`src/rtl/csr_access_arbiter.sv`:
```
`timescale 1ns/1ps
`default_nettype none
// ============================================================================
// Module      : csr_access_arbiter
// Description : Owner of the single CSR register-file access port. Shares the
//               port between the EXU CSR-instruction path and the trap /
//               interrupt controller, and runs the multi-cycle CSR write
//               sequences for trap entry (mepc, mcause, mstatus, mtvec fetch)
//               and for mret (mstatus restore, mepc fetch).
//
// Ports       : clk, rst            - core clock, synchronous active-high reset
//               exu_req_i/addr/we/wdata, exu_gnt_o, exu_rdata_o
//                                   - single-cycle combinational EXU access
//               trap_req_i, trap_pc_i, trap_cause_i, trap_ack_o
//                                   - trap-entry handshake (held until ack)
//               mret_req_i, mret_ack_o
//                                   - mret handshake (held until ack)
//               done_o, target_pc_o - sequence completion and redirect PC
//               busy_o              - high while a sequence is running
//               csr_raddr_o, csr_rdata_i, csr_we_o, csr_waddr_o, csr_wdata_o
//                                   - CSR register-file port (comb. read)
//
// Revision    : 1.0 - initial release
// ============================================================================
module csr_access_arbiter #(
    parameter int CSR_ADDR_W = 12,
    parameter int XLEN       = 32
) (
    input  logic                  clk,
    input  logic                  rst,

    // EXU CSR-instruction path
    input  logic                  exu_req_i,
    input  logic [CSR_ADDR_W-1:0] exu_addr_i,
    input  logic                  exu_we_i,
    input  logic [XLEN-1:0]       exu_wdata_i,
    output logic                  exu_gnt_o,
    output logic [XLEN-1:0]       exu_rdata_o,

    // Trap / interrupt controller
    input  logic                  trap_req_i,
    input  logic [XLEN-1:0]       trap_pc_i,
    input  logic [XLEN-1:0]       trap_cause_i,
    input  logic                  mret_req_i,
    output logic                  trap_ack_o,
    output logic                  mret_ack_o,
    output logic                  done_o,
    output logic [XLEN-1:0]       target_pc_o,
    output logic                  busy_o,

    // CSR register-file port
    output logic [CSR_ADDR_W-1:0] csr_raddr_o,
    input  logic [XLEN-1:0]       csr_rdata_i,
    output logic                  csr_we_o,
    output logic [CSR_ADDR_W-1:0] csr_waddr_o,
    output logic [XLEN-1:0]       csr_wdata_o
);

    // ------------------------------------------------------------------------
    // Fixed CSR addresses and mstatus field positions
    // ------------------------------------------------------------------------
    localparam logic [CSR_ADDR_W-1:0] c_addr_mstatus = CSR_ADDR_W'(12'h300);
    localparam logic [CSR_ADDR_W-1:0] c_addr_mtvec   = CSR_ADDR_W'(12'h305);
    localparam logic [CSR_ADDR_W-1:0] c_addr_mepc    = CSR_ADDR_W'(12'h341);
    localparam logic [CSR_ADDR_W-1:0] c_addr_mcause  = CSR_ADDR_W'(12'h342);

    localparam int c_mie_bit    = 3;
    localparam int c_mpie_bit   = 7;
    localparam int c_mpp_lo_bit = 11;
    localparam int c_mpp_hi_bit = 12;

    // ------------------------------------------------------------------------
    // Sequencer states
    // ------------------------------------------------------------------------
    localparam logic [2:0] c_st_idle    = 3'd0;
    localparam logic [2:0] c_st_t_epc   = 3'd1;
    localparam logic [2:0] c_st_t_cause = 3'd2;
    localparam logic [2:0] c_st_t_stat  = 3'd3;
    localparam logic [2:0] c_st_t_vec   = 3'd4;
    localparam logic [2:0] c_st_m_stat  = 3'd5;
    localparam logic [2:0] c_st_m_vec   = 3'd6;

    // Write-data source selector
    localparam logic [2:0] c_wsel_none      = 3'd0;
    localparam logic [2:0] c_wsel_exu       = 3'd1;
    localparam logic [2:0] c_wsel_pc        = 3'd2;
    localparam logic [2:0] c_wsel_cause     = 3'd3;
    localparam logic [2:0] c_wsel_stat_trap = 3'd4;
    localparam logic [2:0] c_wsel_stat_mret = 3'd5;

    // Redirect-PC source selector
    localparam logic [1:0] c_tsel_none = 2'd0;
    localparam logic [1:0] c_tsel_vec  = 2'd1;
    localparam logic [1:0] c_tsel_epc  = 2'd2;

    // ------------------------------------------------------------------------
    // State
    // ------------------------------------------------------------------------
    logic [2:0]      r_state;
    logic [XLEN-1:0] r_trap_pc;
    logic [XLEN-1:0] r_trap_cause;

    logic [2:0]      w_next_state;
    logic            w_trap_take;
    logic [2:0]      w_wsel;
    logic [1:0]      w_tsel;
    logic [XLEN-1:0] w_stat_trap;
    logic [XLEN-1:0] w_stat_mret;

    // ------------------------------------------------------------------------
    // Control decode. Deliberately free of any CSR read data so that the
    // combinational read path (raddr -> CSR file -> rdata -> EXU -> wdata)
    // never folds back into this block.
    // ------------------------------------------------------------------------
    always_comb begin
        w_next_state = r_state;
        w_trap_take  = 1'b0;
        w_wsel       = c_wsel_none;
        w_tsel       = c_tsel_none;
        trap_ack_o   = 1'b0;
        mret_ack_o   = 1'b0;
        exu_gnt_o    = 1'b0;
        busy_o       = 1'b0;
        done_o       = 1'b0;
        csr_we_o     = 1'b0;
        csr_waddr_o  = '0;
        csr_raddr_o  = '0;

        // During the reset cycle every output stays 0 and requests are ignored.
        if (!rst) begin
            busy_o = (r_state != c_st_idle);
            case (r_state)
                c_st_idle: begin
                    if (trap_req_i) begin
                        trap_ack_o   = 1'b1;
                        w_trap_take  = 1'b1;
                        w_next_state = c_st_t_epc;
                    end else if (mret_req_i) begin
                        mret_ack_o   = 1'b1;
                        w_next_state = c_st_m_stat;
                    end else if (exu_req_i) begin
                        exu_gnt_o   = 1'b1;
                        csr_raddr_o = exu_addr_i;
                        if (exu_we_i) begin
                            csr_we_o    = 1'b1;
                            csr_waddr_o = exu_addr_i;
                            w_wsel      = c_wsel_exu;
                        end
                    end
                end
                c_st_t_epc: begin
                    csr_we_o     = 1'b1;
                    csr_waddr_o  = c_addr_mepc;
                    w_wsel       = c_wsel_pc;
                    w_next_state = c_st_t_cause;
                end
                c_st_t_cause: begin
                    csr_we_o     = 1'b1;
                    csr_waddr_o  = c_addr_mcause;
                    w_wsel       = c_wsel_cause;
                    w_next_state = c_st_t_stat;
                end
                c_st_t_stat: begin
                    csr_raddr_o  = c_addr_mstatus;
                    csr_we_o     = 1'b1;
                    csr_waddr_o  = c_addr_mstatus;
                    w_wsel       = c_wsel_stat_trap;
                    w_next_state = c_st_t_vec;
                end
                c_st_t_vec: begin
                    csr_raddr_o  = c_addr_mtvec;
                    done_o       = 1'b1;
                    w_tsel       = c_tsel_vec;
                    w_next_state = c_st_idle;
                end
                c_st_m_stat: begin
                    csr_raddr_o  = c_addr_mstatus;
                    csr_we_o     = 1'b1;
                    csr_waddr_o  = c_addr_mstatus;
                    w_wsel       = c_wsel_stat_mret;
                    w_next_state = c_st_m_vec;
                end
                c_st_m_vec: begin
                    csr_raddr_o  = c_addr_mepc;
                    done_o       = 1'b1;
                    w_tsel       = c_tsel_epc;
                    w_next_state = c_st_idle;
                end
                default: begin
                    w_next_state = c_st_idle;
                end
            endcase
        end
    end

    // ------------------------------------------------------------------------
    // EXU read data: only meaningful (non-zero) while the EXU is granted.
    // ------------------------------------------------------------------------
    assign exu_rdata_o = exu_gnt_o ? csr_rdata_i : '0;

    // ------------------------------------------------------------------------
    // mstatus read-modify-write values for trap entry and mret.
    // Trap entry: MPIE <- MIE, MIE <- 0, MPP <- M.
    // mret      : MIE <- MPIE, MPIE <- 1, MPP stays M (machine-only core).
    // ------------------------------------------------------------------------
    always_comb begin
        w_stat_trap                            = csr_rdata_i;
        w_stat_trap[c_mpie_bit]                = csr_rdata_i[c_mie_bit];
        w_stat_trap[c_mie_bit]                 = 1'b0;
        w_stat_trap[c_mpp_hi_bit:c_mpp_lo_bit] = 2'b11;

        w_stat_mret                            = csr_rdata_i;
        w_stat_mret[c_mie_bit]                 = csr_rdata_i[c_mpie_bit];
        w_stat_mret[c_mpie_bit]                = 1'b1;
        w_stat_mret[c_mpp_hi_bit:c_mpp_lo_bit] = 2'b11;
    end

    // ------------------------------------------------------------------------
    // Write-data and redirect-PC muxes
    // ------------------------------------------------------------------------
    always_comb begin
        csr_wdata_o = '0;
        case (w_wsel)
            c_wsel_exu:       csr_wdata_o = exu_wdata_i;
            c_wsel_pc:        csr_wdata_o = r_trap_pc;
            c_wsel_cause:     csr_wdata_o = r_trap_cause;
            c_wsel_stat_trap: csr_wdata_o = w_stat_trap;
            c_wsel_stat_mret: csr_wdata_o = w_stat_mret;
            default:          csr_wdata_o = '0;
        endcase
    end

    always_comb begin
        target_pc_o = '0;
        case (w_tsel)
            // Trap vector is forced to direct mode (4-byte aligned base).
            c_tsel_vec: target_pc_o = {csr_rdata_i[XLEN-1:2], 2'b00};
            c_tsel_epc: target_pc_o = csr_rdata_i;
            default:    target_pc_o = '0;
        endcase
    end

    // ------------------------------------------------------------------------
    // Sequential state. Trap operands are captured at acknowledge so that
    // later changes on the trap inputs cannot disturb a running sequence.
    // ------------------------------------------------------------------------
    always_ff @(posedge clk) begin
        if (rst) begin
            r_state      <= c_st_idle;
            r_trap_pc    <= '0;
            r_trap_cause <= '0;
        end else begin
            r_state <= w_next_state;
            if (w_trap_take) begin
                r_trap_pc    <= trap_pc_i;
                r_trap_cause <= trap_cause_i;
            end
        end
    end

endmodule
`default_nettype wire

```
`config.mk`:
```
export PLATFORM = sky130hd
export DESIGN_NAME = csr_access_arbiter
export DESIGN_NICKNAME = d
export VERILOG_FILES = /design/src/rtl/csr_access_arbiter.sv
export SDC_FILE = /design/constraint.sdc
export NUM_CORES = 1
export LEC_CHECK = 0
export BUFFER_PORTS_ARGS = -buffer_cell sky130_fd_sc_hd__buf_2
export CORE_MARGIN = 1
export CORE_UTILIZATION = 25
export DETAILED_ROUTE_END_ITERATION = 6
export PLACE_DENSITY = 0.54
export SLEW_MARGIN = 15
export SYNTH_ARGS = -nofsm -noshare
export SYNTH_HDL_FRONTEND = slang
export SYNTH_SLANG_ARGS = --single-unit
```
`constraint.sdc`:
```
create_clock -name clk -period 2.4 [get_ports clk]
set_clock_uncertainty 0.1 [all_clocks]
set_input_delay 0.12 -clock clk [delete_from_list [all_inputs] [get_ports clk]]
set_output_delay 0.12 -clock clk [all_outputs]
set_load 0.01 [all_outputs]
```
==> metrics.yaml, run 1 <==
status: "finished, final reports clean"
cts_max_level: 3
fin_nets: 999
avgSynthCellArea_um2: 7.82
start_util_pct: 25.7
ys_seq_elements: 67
hold_violations: 0
grt_pass1_wl_um: 22600
placed_cell_area_um2: 5720
clock_insertion_delay_worst_skew_ps: 340
gp_congestion: 0.755
final_cell_area_um2: 6800
drc: 0
numClockSinks: 67
die_height_um: 130
ys_top_cells_by_count: "nand2_1 (84), and2_1 (74), dfxtp_1 (67), nand2b_1 (67), o21ai_0 (66)"
yosys.area.top_type: "dfxtp_1"
grt_max_degree: 48
clkTransAtPathRegs_ps: 60
design.die.area_um2: 16800
std_cell_rows: 46
startpoint_type: "register"
fin_crit_sh_pct: 95.4
vias_per_cell: 4.48
worst_pin_slew_ps: 398
vdd_drop_max_mv: 0.471
synthTopCellsByArea: "dfxtp_1 (33%), and2_1 (11%), nand2b_1 (10%), o21ai_0 (8.1%), nand2_1 (7.7%)"
synth_top_area_share_pct: 32.9
p_per_area_nw_per_um2: 498
cp.arrival_ps: 2070
root_buffer: "clkbuf_16"
antenna_found_initial: 3
yosysMostFrequentCell: "nand2_1"
setup_viol: 0
overflow: 0
die_w_um: 130
crit_path_end_kind: "output port"
netlist_instances: 521
drv_slew: 0
io_buffers: 271
hpwl_um: 11000
hp-class: "in -> reg"
max_slew_margin_pct: 73.5
synth_ff_type: "dfxtp_1"
clockBufferDepth: 2
cts_tree: "done"
yosys_warnings: 0
num_vias: 4806
first_pass_iters: 5
ys_seq_area_share_pct: 32.9
worstPathRequired_ps: 2180
ios: 272
drt_iter0_drc: 151
grt_pass1_vias: 4421
cp_max_fo: 19
maxCapViolCount: 0
leakage_nw: 3.33
ant_nets: 0
async_flop_share_pct: 0
yosysUniqueCellTypes: 44
fmax_mhz: 437
whs_ps: 50.7
synth_nets: 669
core-area_um2: 15900
cts_inserted_buffers: 9
globalRouteTotalUtil_pct: 17.7
min_period_ps: 2290
synth-edff-count: 0
crit_type: "reg -> out"
areaGrowthSynthToFinish_pct: 67.0
totalWireLength_um: 15600
drive_gt1_share_pct: 39.6
finalPower_mw: 3.39
routedWlPerCell_um: 14.5
syn-cell-area_um2: 4080
registers in the layout, indices dropped and copies added (netlist names):
signal,cells
r_state,3
r_trap_pc,32
r_trap_cause,32
layout by cell type (no fill, tap or decap), drive strengths merged, types with 2 or more instances in the layout:
| master | count |
|---|---|
| buf | 300 |
| nand2 | 84 |
| and2 | 74 |
| nand2b | 67 |
| o21ai | 67 |
| dfxtp | 67 |
| dlygate4sd3 | 64 |
| a22o | 28 |
| a221o | 28 |
| clkbuf | 11 |
| a21oi | 9 |
| nor2 | 9 |
| and3 | 7 |
| inv | 4 |
| clkinv | 4 |
| a221oi | 3 |
| nor3 | 3 |
| nor4 | 3 |
| a21o | 2 |
| nor2b | 2 |
| nor3b | 2 |
| ha | 2 |
per-layer routing:
metal	routed length [um]	vias to the layer above	global-route usage (%)
met5	23	-	0
met4	131	4	3.69
met3	1040	11	5.37
met2	7650	183	31.0
met1	6740	2144	21.3
li1	-	2464	-
cells by family (layout without fill, tap and decap cells):
family | after synthesis | after routing | share of synthesized area (%)
and+or+nand+nor | 257 | 257 | 34.7
DFF | 67 | 67 | 32.9
xor gates and xnor gates | 1 | 1 | 0.215
other | 0 | 1 | 0
buffers and inverters | 50 | 385 | 6.54
muxes | 1 | 1 | 0.246
adders and majority gates | 2 | 2 | 0.614
AOI/OAI and AO/OA | 143 | 143 | 24.7
what timing repair did:
action	4_1_cts	5_1_grt
pin swaps	0	1
endpoints found under the hold margin	64	0
hold buffers	64	0
gates cloned	0	2
buffers inserted	0	5
gates resized for setup	6	18
setup endpoints to repair	63	63
stage by stage:
stage                     util (%)  TNS, ps  instances  worst slack (ps)
final                         42.8        0       1073               109
after global routing          42.8    -41.4       1073             -11.7
after CTS                     42.0        0       1065              18.0
after detailed placement      36.0        0        985               228
after global placement        36.0        0        985               229
after floorplan                  -        0        521               320
worst paths after layout:
| kind | slack [ps] | cells after the start | to | from |
|---|---|---|---|---|
| setup / recovery | 110 | 6 | csr_wdata_o[18] | r_state[2]$_SDFFE_PP0P_ |
| hold / removal | 50 | 3 | r_state[0]$_SDFFE_PP0P_ | mret_req_i |
| setup reg to reg | 570 | 5 | r_trap_pc[27]$_SDFFE_PP0P_ | r_state[0]$_SDFFE_PP0P_ |
| hold reg to reg | 370 | 2 | r_trap_pc[31]$_SDFFE_PP0P_ | r_trap_pc[31]$_SDFFE_PP0P_ |
cell type report:
cell class / instances / area [um2]
Antenna cell: 1 / 2.50
Clock buffer: 10 / 239
Clock inverter: 6 / 65.1
Fill cell: 1640 / 9080
Inverter: 4 / 15.0
Multi-Input combinational cell: 404 / 2520
Sequential cell: 67 / 1350
Tap cell: 216 / 270
Timing Repair Buffer: 365 / 2340
power breakdown:
group / total [mW] / internal, mW / switching, mW
logic: 0.741 / 0.383 / 0.358
clock network: 1.35 / 0.832 / 0.518
registers: 1.30 / 1.22 / 0.0754
total: 3.39 / 2.44 / 0.951
critical path: stages, from the launching register on:
cell and delay, ps:
dfxtp_2 430, nand2b_1 200, a2bb2oi_2 240, nor3b_4 320, buf_8 220, a221o_1 170, buf_2 130
Note: power is estimated with default switching activity, not from simulation.
==> inputs of run 2 (changes only) <==
--- a/config.mk
+++ b/config.mk
@@ -6,10 +6,11 @@
 export NUM_CORES = 1
 export LEC_CHECK = 0
 export BUFFER_PORTS_ARGS = -buffer_cell sky130_fd_sc_hd__buf_2
+export CORE_ASPECT_RATIO = 1.25
 export CORE_MARGIN = 1
 export CORE_UTILIZATION = 25
 export DETAILED_ROUTE_END_ITERATION = 6
-export PLACE_DENSITY = 0.54
+export PLACE_DENSITY = 0.52
 export SLEW_MARGIN = 15
 export SYNTH_ARGS = -nofsm -noshare
 export SYNTH_HDL_FRONTEND = slang
==> metrics.yaml, run 2 (synthesis results as in run 1) <==
drt_iter0_drc: 277  # was 151
die_w_um: 116  # was 130 um
vdd_drop_max_mv: 0.323  # was 0.471 mV
antenna_found_initial: 1  # was 3
routedWlPerCell_um: 14.8  # was 14.5 um
setup_viol: 0  # unchanged
numClockSinks: 67  # unchanged
num_vias: 4903  # was 4,806
holdPathEnd: "r_state[1]$_SDFFE_PP0P_"  # was r_state[0]$_SDFFE_PP0P_
clkTransAtPathRegs_ps: 60  # about the same
crit_type: "reg -> out"  # unchanged
antenna_cells: 0  # was 1
ant_nets: 0  # unchanged
cp_max_fo: 32  # was 19
core-area_um2: 15800  # was 15,900 um2
hp-class: "in -> reg"  # unchanged
hold_violations: 0  # unchanged
std_cell_rows: 51  # was 46
first_pass_iters: 4  # was 5
overflow: 0  # unchanged
io_buffers: 271  # unchanged
globalRouteTotalUtil_pct: 18.1  # was 17.7%
whs_ps: 127  # was 50.7 ps
worst_pin_slew_ps: 377  # was 398 ps
startpoint_type: "register"  # unchanged
cts_inserted_buffers: 9  # unchanged
die_height_um: 145  # was 130 um
p_per_area_nw_per_um2: 510  # was 498 nW/um2
drv_slew: 0  # unchanged
drive_gt1_share_pct: 39.2  # was 39.6%
grt_max_degree: 72  # was 48
stdcell_count: 1063  # was 1,073
final_common_cell: "buf_2"  # unchanged
dp_cells: 976  # was 985
cp.arrival_ps: 2120  # was 2070 ps
holdPathStages: 3  # unchanged
root_buffer: "clkbuf_16"  # unchanged
gp_congestion: 0.853  # was 0.755
rr_startpoint: "r_state[1]$_SDFFE_PP0P_"  # was r_state[0]$_SDFFE_PP0P_
status: "finished, final reports clean"  # unchanged
max_slew_margin_pct: 74.2  # was 73.5%
ff2ff_setup_slack_ps: 590  # was 570 ps
r2r-end: "r_trap_pc[19]$_SDFFE_PP0P_"  # was r_trap_pc[27]$_SDFFE_PP0P_
cts_max_level: 3  # unchanged
vias_per_cell: 4.61  # was 4.48
totalWireLength_um: 15700  # was 15,600 um
layout_common_cells: "buf_2 (271), nand2_1 (84), and2_1 (71)"  # was buf_2 (271), nand2_1 (84), and2_1 (72)
reg_top3: "r_trap_cause (32), r_trap_pc (32), r_state (3)"  # unchanged
fin_crit_sh_pct: 97.7  # was 95.4%
hp-start: "rst"  # was mret_req_i
areaGrowthSynthToFinish_pct: 67.1  # was 67.0%
start_util_pct: 25.9  # was 25.7%
worst_r2r_path_depth: 6  # was 5
fin_nets: 995  # was 999
crit_path_end_kind: "output port"  # unchanged
grt_pass1_wl_um: 23200  # was 22,600 um
fmax_mhz: 426  # was 437 MHz
min_period_ps: 2340  # was 2290 ps
worstPathRequired_ps: 2180  # about the same
final_core_util_pct: 43.2  # was 42.8%
hpwl_um: 10900  # was 11,000 um
clock_insertion_delay_worst_skew_ps: 320  # was 340 ps
grt_pass1_vias: 4545  # was 4,421
maxCapViolCount: 0  # unchanged
cts_tree: "done"  # unchanged
tns_ps: 0  # unchanged
design.die.area_um2: 16800  # about the same
ios: 272  # unchanged
leakage_nw: 3.31  # was 3.33 nW
drc: 0  # unchanged
clockBufferDepth: 2  # unchanged
## run 2: cell count changes in the layout (fill, tap and decap cells not counted), moves of 2 or more
cell	change
buf_8	-2
clkinv_2	-2
buf_12	+2
clkinv_4	-2
buf_4	-5
## run 2: what timing repair did
item	in CTS	in global routing
endpoints found under the setup margin	104	101
hold buffers	64	0
pin swaps	4	0
buffers inserted	6	1
cloned	1	0
hold endpoints to repair	64	0
gates resized for setup	10	16
## run 2: area by class of cell
type,count,area [um2]
Clock buffer,11,243
Fill cell,1645,8950
Inverter,4,15.0
Timing Repair Buffer,360,2300
Multi-Input combinational cell,405,2560
Clock inverter,4,75.1
Tap cell,212,265
Sequential cell,67,1350
## run 2: critical path, cell delays in order, from the launching register on
cell	delay (ps)
dfxtp_4	370
buf_4	170
nor3_4	230
and4_4	300
nor3b_4	50
buf_12	190
a221o_1	330
buf_2	150
## run 2: power by group
part / internal, mW / switching, mW
registers: 1.22 / 0.0726
clock network: 0.932 / 0.492
logic: 0.385 / 0.374
total: 2.54 / 0.938
## run 2: worst max path at each step
| stage | depth (start not counted) | from | slack [ps] | end |
|---|---|---|---|---|
| 6_report | 7 | r_state[1]$_SDFFE_PP0P_ | 60 | csr_wdata_o[5] |
| 5_1_grt | 6 | r_state[0]$_SDFFE_PP0P_ | -10 | csr_wdata_o[5] |
| 4_1_cts | 7 | r_state[1]$_SDFFE_PP0P_ | -0.4 | csr_wdata_o[7] |
| 3_5_place_dp | 6 | r_state[2]$_SDFFE_PP0P_ | -10 | csr_wdata_o[5] |
| 3_3_place_gp | 6 | r_state[2]$_SDFFE_PP0P_ | 50 | csr_wdata_o[5] |
| 2_1_floorplan | 7 | r_state[2]$_SDFFE_PP0P_ | 320 | target_pc_o[10] |
## run 2: layer usage
metal  track usage (%)  vias to the layer above  share of wire [%]
met2              31.4                      194                 49
met1              21.9                     2237                 43
met3              3.42                       19                6.2
li1                  -                     2451                  -
met4              7.02                        2                1.4
met5                 0                        -              0.064
## run 2: per-stage QoR
stage / power (mW) / area (um2) / setup WS, ps
2_1_floorplan: 1.64 / 4080 / 320
3_3_place_gp: 1.95 / 5670 / 45.5
3_5_place_dp: 1.95 / 5670 / -14.3
4_1_cts: 3.50 / 6750 / -0.442
5_1_grt: 3.66 / 6810 / -9.92
6_report: 3.48 / 6810 / 55.3
==> inputs of run 3 (changes only) <==
--- a/config.mk
+++ b/config.mk
@@ -5,10 +5,11 @@
 export SDC_FILE = /design/constraint.sdc
 export NUM_CORES = 1
 export LEC_CHECK = 0
-export BUFFER_PORTS_ARGS = -buffer_cell sky130_fd_sc_hd__buf_2
+export BUFFER_PORTS_ARGS = -buffer_cell sky130_fd_sc_hd__buf_4
 export CORE_ASPECT_RATIO = 1.25
 export CORE_MARGIN = 1
 export CORE_UTILIZATION = 25
+export CTS_CLUSTER_SIZE = 16
 export DETAILED_ROUTE_END_ITERATION = 6
 export PLACE_DENSITY = 0.52
 export SLEW_MARGIN = 15
==> metrics.yaml, run 3 (synthesis results as in run 1) <==
cp.arrival_ps: 2160  # was 2120 ps
cts_max_level: 3  # unchanged
stdcell_count: 1070  # was 1,063
r2r-end: "r_trap_pc[11]$_SDFFE_PP0P_"  # was r_trap_pc[19]$_SDFFE_PP0P_
clkTransAtPathRegs_ps: 50  # was 60 ps
overflow: 0  # unchanged
whs_ps: 209  # was 127 ps
io_buffers: 271  # unchanged
vias_per_cell: 4.67  # was 4.61
cp-startpoint: "r_state[1]$_SDFFE_PP0P_"  # unchanged
p_per_area_nw_per_um2: 448  # was 510 nW/um2
final_common_cell: "buf_4"  # was buf_2
dpl_worst_slack_ps: -8.81  # was -14.3 ps
finalPower_mw: 3.37  # was 3.48 mW
vdd_drop_max_mv: 0.281  # was 0.323 mV
startpoint_type: "register"  # unchanged
num_vias: 4999  # was 4,903
gp_congestion: 0.889  # was 0.853
crit_type: "reg -> out"  # unchanged
areaGrowthSynthToFinish_pct: 84.8  # was 67.1%
leakage_nw: 3.46  # was 3.31 nW
status: "finished, final reports clean"  # unchanged
fmax_mhz: 421  # was 426 MHz
first_pass_iters: 4  # unchanged
hold_violations: 0  # unchanged
ff_latch_area_um2: 1350  # unchanged
die_height_um: 145  # unchanged
drt_iter0_drc: 274  # was 277
cts_inserted_buffers: 9  # unchanged
ios: 272  # unchanged
antenna_found_initial: 0  # was 1
multi_input_area_um2: 2540  # was 2560 um2
design.die.area_um2: 16800  # unchanged
start_util_pct: 25.9  # unchanged
grt_max_degree: 69  # was 72
cp_max_fo: 18  # was 32
rr_startpoint: "r_state[2]$_SDFFE_PP0P_"  # was r_state[1]$_SDFFE_PP0P_
hp-class: "in -> reg"  # unchanged
root_buffer: "clkbuf_16"  # unchanged
worst_slack_ps: 24.9  # was 55.3 ps
min_period_ps: 2380  # was 2340 ps
std_cell_rows: 51  # unchanged
crit_path_end_kind: "output port"  # unchanged
tns_ps: 0  # unchanged
grt_pass1_vias: 4786  # was 4,545
ant_nets: 0  # unchanged
drv_slew: 0  # unchanged
layout_common_cells: "buf_4 (289), nand2_1 (84), and2_1 (72)"  # was buf_2 (271), nand2_1 (84), and2_1 (71)
rsz0062_at_grt: "yes"
cp-endpoint: "csr_wdata_o[16]"  # was csr_wdata_o[5]
worstPathRequired_ps: 2180  # about the same
cts_tree: "done"  # unchanged
reg_top3: "r_trap_cause (32), r_trap_pc (32), r_state (3)"  # unchanged
die_w_um: 116  # unchanged
antenna_cells: 0  # unchanged
drive_gt1_share_pct: 39.6  # was 39.2%
grt_pass1_wl_um: 24400  # was 23,200 um
ff2ff_setup_slack_ps: 400  # was 590 ps
hpwl_um: 11600  # was 10,900 um
core-area_um2: 15800  # unchanged
fin_crit_sh_pct: 99.0  # was 97.7%
worst_pin_slew_ps: 557  # was 377 ps
clockBufferDepth: 2  # unchanged
clock_insertion_delay_worst_skew_ps: 320  # about the same
drc: 0  # unchanged
worst_r2r_path_depth: 6  # unchanged
dp_cells: 976  # unchanged
fill_cells: 1588  # was 1,645
numClockSinks: 67  # unchanged
maxCapViolCount: 0  # unchanged
totalWireLength_um: 17400  # was 15,700 um
routedWlPerCell_um: 16.3  # was 14.8 um
globalRouteTotalUtil_pct: 19.1  # was 18.1%
setup_viol: 0  # unchanged
max_slew_margin_pct: 62.8  # was 74.2%
fin_nets: 1003  # was 995
[run 3: final cells by class]
cell class / instances / share of cell area (%)
repair buffers: 368 / 41.0
multi-input cells: 405 / 33.8
clock buffers: 11 / 3.36
clock inverters: 3 / 0.199
well taps: 212 / 3.52
flip-flops and latches: 67 / 18.0
inverters: 4 / 0.199
[run 3: power by group]
group | switching [mW] | internal (mW)
logic | 0.389 | 0.489
registers | 0.0724 | 1.22
clock network | 0.462 | 0.738
[run 3: critical path: stages (launching register included)]
cell       delay [ps]
dfxtp_4           350
buf_6             130
nor3_4            270
nand4_4           190
nor2_4            170
buf_12            140
clkbuf_16         200
a22o_1            150
a221o_1           110
buf_4             120
[run 3: layer usage]
layer	track usage, %	routed length [um]	vias up
li1	-	-	2465
met1	22.2	7140	2311
met2	34.6	8850	208
met3	4.29	1260	15
met4	5.40	181	0
met5	0	0	-
[run 3: timing repair]
action	CTS	global route
endpoints found under the setup margin	109	83
hold endpoints to repair	66	0
hold buffers	65	0
setup buffers	2	9
cloned	1	3
pin swaps	3	12
gates resized for setup	14	10
[run 3: through the flow]
step	cell area, um2	util, %
2_1_floorplan	4080	-
3_3_place_gp	6330	40.2
3_5_place_dp	6330	40.2
4_1_cts	7330	46.5
5_1_grt	7530	47.8
6_report	7530	47.8
[run 3: worst min-delay path by stage]
stage	start	to	cells after the start
3_5_place_dp	trap_pc_i[20]	r_trap_pc[20]$_SDFFE_PP0P_	3
2_1_floorplan	trap_cause_i[0]	r_trap_cause[0]$_SDFFE_PP0P_	2
5_1_grt	trap_req_i	r_state[2]$_SDFFE_PP0P_	5
3_3_place_gp	trap_cause_i[23]	r_trap_cause[23]$_SDFFE_PP0P_	3
6_report	trap_req_i	r_state[2]$_SDFFE_PP0P_	5
4_1_cts	mret_req_i	r_state[0]$_SDFFE_PP0P_	3
